--- config.mk ---
export PLATFORM = sky130hd
export DESIGN_NAME = demux2out16b_queue
export DESIGN_NICKNAME = d
export VERILOG_FILES = /design/src/rtl/demux2out16b_queue.sv
export SDC_FILE = /design/constraint.sdc
export NUM_CORES = 1
export LEC_CHECK = 0
export BUFFER_PORTS_ARGS = -buffer_cell sky130_fd_sc_hd__buf_4
export CORE_MARGIN = 4
export CORE_UTILIZATION = 59
export CTS_CLUSTER_DIAMETER = 30
export DETAILED_ROUTE_END_ITERATION = 7
export GPL_TIMING_DRIVEN = 0
export PLACE_DENSITY_LB_ADDON = 0.3
export SYNTH_ARGS = -nofsm -noshare
export SYNTH_HDL_FRONTEND = slang
export SYNTH_SLANG_ARGS = --single-unit
--- constraint.sdc ---
create_clock -name clock -period 4.4 [get_ports clock]
set_clock_uncertainty 0.15 [all_clocks]
set_input_delay 0.66 -clock clock [delete_from_list [all_inputs] [get_ports clock]]
set_output_delay 0.66 -clock clock [all_outputs]
set_load 0.01 [all_outputs]
--- src/rtl/demux2out16b_queue.sv ---
// rtl/demux2out16b_queue.sv - registered 1-to-2 word demultiplexer with a small FIFO per output
module demux2out16b_queue #(
  parameter int WIDTH = 16,
  parameter int DEPTH = 2
) (
  input  logic                     clock,
  input  logic                     reset_n,
  input  logic [WIDTH-1:0]         in_data,
  input  logic                     in_control,
  input  logic                     in_valid,
  output logic                     in_ready,
  output logic [WIDTH-1:0]         out1_data,
  output logic                     out1_valid,
  input  logic                     out1_ready,
  output logic [WIDTH-1:0]         out2_data,
  output logic                     out2_valid,
  input  logic                     out2_ready,
  output logic [$clog2(DEPTH):0]   out1_level,
  output logic [$clog2(DEPTH):0]   out2_level
);

  localparam int PW = $clog2(DEPTH);
  localparam int LW = PW + 1;
  localparam logic [LW-1:0] FULL_LEVEL = LW'(DEPTH);

  logic [WIDTH-1:0] mem_q    [2][DEPTH];
  logic [PW-1:0]    wr_ptr_q [2];
  logic [PW-1:0]    wr_ptr_d [2];
  logic [PW-1:0]    rd_ptr_q [2];
  logic [PW-1:0]    rd_ptr_d [2];
  logic [LW-1:0]    level_q  [2];
  logic [LW-1:0]    level_d  [2];
  logic [1:0]       full;
  logic [1:0]       push;
  logic [1:0]       pop;
  logic [1:0]       pop_ready;

  assign pop_ready = {out2_ready, out1_ready};
  assign full[0]   = (level_q[0] == FULL_LEVEL);
  assign full[1]   = (level_q[1] == FULL_LEVEL);

  // Readiness comes only from registered level, so a full queue refuses even while popping.
  assign in_ready = !full[in_control];

  always_comb begin
    push = 2'b00;
    pop  = 2'b00;
    for (int i = 0; i < 2; i++) begin
      wr_ptr_d[i] = wr_ptr_q[i];
      rd_ptr_d[i] = rd_ptr_q[i];
      level_d[i]  = level_q[i];
      push[i] = in_valid && in_ready && (in_control == i[0]);
      pop[i]  = (level_q[i] != '0) && pop_ready[i];
      if (push[i]) wr_ptr_d[i] = wr_ptr_q[i] + 1'b1;
      if (pop[i])  rd_ptr_d[i] = rd_ptr_q[i] + 1'b1;
      if (push[i] && !pop[i])      level_d[i] = level_q[i] + 1'b1;
      else if (!push[i] && pop[i]) level_d[i] = level_q[i] - 1'b1;
    end
  end

  always_ff @(posedge clock or negedge reset_n) begin
    if (!reset_n) begin
      for (int i = 0; i < 2; i++) begin
        wr_ptr_q[i] <= '0;
        rd_ptr_q[i] <= '0;
        level_q[i]  <= '0;
        for (int j = 0; j < DEPTH; j++) mem_q[i][j] <= '0;
      end
    end else begin
      for (int i = 0; i < 2; i++) begin
        wr_ptr_q[i] <= wr_ptr_d[i];
        rd_ptr_q[i] <= rd_ptr_d[i];
        level_q[i]  <= level_d[i];
        if (push[i]) mem_q[i][wr_ptr_q[i]] <= in_data;
      end
    end
  end

  assign out1_valid = (level_q[0] != '0);
  assign out2_valid = (level_q[1] != '0);
  assign out1_data  = mem_q[0][rd_ptr_q[0]];
  assign out2_data  = mem_q[1][rd_ptr_q[1]];
  assign out1_level = level_q[0];
  assign out2_level = level_q[1];

endmodule

==> out/metrics.csv <==
stage,metric,value,unit
outcome,status,completed,
place,dp_slack,1.67,ns
power,ir_worst_vdd,0.000514,V
die,initial_core_util,61.9,%
worst_setup_path,r2r_slack,2.31,ns
clock_network,root_buffer,clkbuf_8,
sta,setup_slack,1.32,ns
die,io_pins,61,
worst_setup_path,critPathMaxFanout,10,
detailed_routing,antenna_left,0,
die,die-area,6710,um^2
worst_setup_path,slowest_stage,buf_1,
worst_setup_path,reg2reg_depth,4,
synth,synth_fp_nets,231,
detailed_routing,drtIter0Drc,71,
power,seqPwrFrac,36.7,%
synth,synth_top_area_share,55.9,%
clock_network,cts_max_level,3,
grt,grt_max_degree,73,
cells_and_area,num-fill-cells,354,
clock_network,cts.path.max_buffers,2,
detailed_routing,dr.pass1.iters,4,
hold_path,min_path_type,primary input to async pin,
detailed_routing,drt_wl_total,6150,um
cells_and_area,diodes,0,
synth,synth_top_area_cell,dfrtp_1,
worst_setup_path,regToRegEndpoint,mem_q[23]$_DFFE_PN0P_,
clock_network,path_clk_slew,0.07,ns
clock_network,hold_buffers,0,
worst_setup_path,crit_chain,"clkbuf_1, buf_1, mux2_2, buf_4",
cells_and_area,area_growth,23.3,%
worst_setup_path,end_kind,output pin,
clock_network,clock_latency,0.34,ns
sta,min_period_over_period,69.9,%
worst_setup_path,cp-start-kind,register,
synth,yosys_register_bits,72,
sta,finalSetupTns,0,ns
grt,grt_pass1_vias,2051,
worst_setup_path,worstPathRequired,3.59,ns
synth,yosysWarnings,0,
clock_network,numCtsBuffers,9,
die,die_w,81.9,um
sta,slew_headroom,41.7,%
sta,setup_viol,0,
power,switching_share,31.0,%
grt,grt_pass1_wl,10000,um
grt,track_usage,20.5,%
grt,antenna_found_initial,0,
place,placed_cells,337,
power,clock_power_share,17.3,%
sta,hold_viol,0,
cells_and_area,layout.nets,302,
synth,syn_avg_cell_area,15.6,um^2
clock_network,cts_setup_buffers,0,
cells_and_area,stdcell_count,353,
place,dp_hpwl,4160,um
sta,fmax,325,MHz
power,p_per_area,815,nW/um^2
die,core_area,5200,um^2
grt,grt_overflow,0,
worst_setup_path,criticalPathCategory,register to output pin,
place,place_congestion,0.720,
worst_setup_path,critPathArrivalTime,2.27,ns
job,maxCapViolCount,0,
worst_setup_path,cp_top_family,buffers and inverters,
synth,synth_area,3220,um^2
synth,postSynthCellCount,207,
synth,ys_seq_area_share,55.9,%
power,p_comb_share,45.9,%
place,port_buffers,60,
die,die_h,81.9,um
detailed_routing,drc,0,
detailed_routing,vias,1898,
sta,final_max_slew_viol_count,0,
cells_and_area,drive_above_1_share,63.3,%
synth,yosys-top-cells-area,"dfrtp_1 56%, mux2_2 30%, mux2_4 4.7%",
place,placed_area,3760,um^2
worst_setup_path,r2r_start,out2_level[1]$_DFFE_PN0P_,
worst_setup_path,path_buf_inv,3,
sta,min_period,3.08,ns
die,rows,26,
sta,hold_slack,0.294,ns
clock_network,cts_resized,0,
clock_network,clock_sinks,72,
sta,grt_setup_unrepaired,no,
power,p_switching,1000,uW
synth,synth_cell_types,24,
power,internal_power,2240,uW
sta,tightest_slew,0.875,ns
detailed_routing,via_per_inst,5.38,
cells_and_area,postLayoutCellArea,3980,um^2
worst_setup_path,slowest_delay,0.64,ns
detailed_routing,wire_per_inst,17.4,um
clock_network,cts_tree,done,
power,p_leak,0.00183,uW
-- cell families (layout without fill, tap and decap cells) --
group / count (synthesis) / after routing / share of synthesized area [%]
adders and majority gates: 2 / 2 / 0.776
muxes: 96 / 96 / 34.7
xor gates and xnor gates: 10 / 10 / 2.72
and+or+nand+nor: 17 / 17 / 3.69
buffers and inverters: 9 / 85 / 2.06
AOI/OAI and AO/OA: 1 / 1 / 0.155
DFF: 72 / 72 / 55.9
-- power by group through the flow --
stage,Clock [uW],Combinational [uW],Sequential (uW)
global route,602,1610,1230
floorplan,0,943,1150
detailed placement,0,1500,1200
global placement,0,1470,1170
finish,562,1490,1190
CTS,574,1510,1190
-- final cells by class --
type,instances,area (um^2),share of cell area [%]
repair buffers,60,450,11.3
flip-flops and latches,72,1800,45.3
plain buffers,9,66.3,1.67
clock inverters,3,65.1,1.64
multi-input cells,126,1360,34.1
clock buffers,13,149,3.75
well taps,70,87.6,2.20
-- synth_stat cells, drive strengths merged --
master	n
nand2b	1
nor4b	1
nor3	1
xnor2	4
nor2	4
a21oi	1
dfrtp	72
buf	7
or3b	1
nor2b	2
ha	2
clkbuf	2
xor2	6
or2	2
mux2	96
nand2	3
nor3b	1
nand4b	1
-- routing by layer --
| metal | vias up | GRT usage, % | routed length [um] |
|---|---|---|---|
| li1 | 878 | - | - |
| met1 | 962 | 26.1 | 2670 |
| met2 | 50 | 34.3 | 3090 |
| met3 | 8 | 4.39 | 315 |
| met4 | 0 | 7.97 | 79 |
| met5 | - | 0 | 0 |
-- per-stage QoR --
stage / util, % / power, uW
CTS: 76.4 / 3280
floorplan: - / 2090
global placement: 72.3 / 2640
finish: 76.4 / 3240
detailed placement: 72.3 / 2700
global route: 76.4 / 3440
-- placed cells by master (no fill, tap or decap) --
master and n:
nand2_2 1, mux2_2 86, nand2b_1 1, xor2_1 6, buf_12 1, bufinv_16 2, clkbuf_8 10, nor4b_4 1
or2_2 2, nor2b_1 2, nor3_2 1, buf_2 1, ha_1 2, clkbuf_1 5, or3b_1 1, buf_1 2
clkinv_2 1, mux2_4 10, dfrtp_1 72, nor2_1 4, xnor2_1 4, nand4b_1 1, buf_6 1, buf_4 62
nand2_1 2, nor3b_1 1, a21oi_1 1
-- sequential cells by signal, indices dropped and copies added, names as in the netlist --
name	count
mem_q	64
out1_level	2
out2_level	2
rd_ptr_q	2
wr_ptr_q	2
-- worst max-delay path by stage --
stage	cells after the start	endpoint	from
2_1_floorplan	3	out1_data[10]	rd_ptr_q[1]$_DFFE_PN0P_
3_3_place_gp	4	out1_data[3]	rd_ptr_q[1]$_DFFE_PN0P_
3_5_place_dp	4	out1_data[3]	rd_ptr_q[1]$_DFFE_PN0P_
4_1_cts	4	out1_data[14]	rd_ptr_q[1]$_DFFE_PN0P_
5_1_grt	4	out1_data[1]	rd_ptr_q[1]$_DFFE_PN0P_
6_report	4	out1_data[14]	rd_ptr_q[1]$_DFFE_PN0P_
Note: power is estimated with default switching activity, not from simulation.
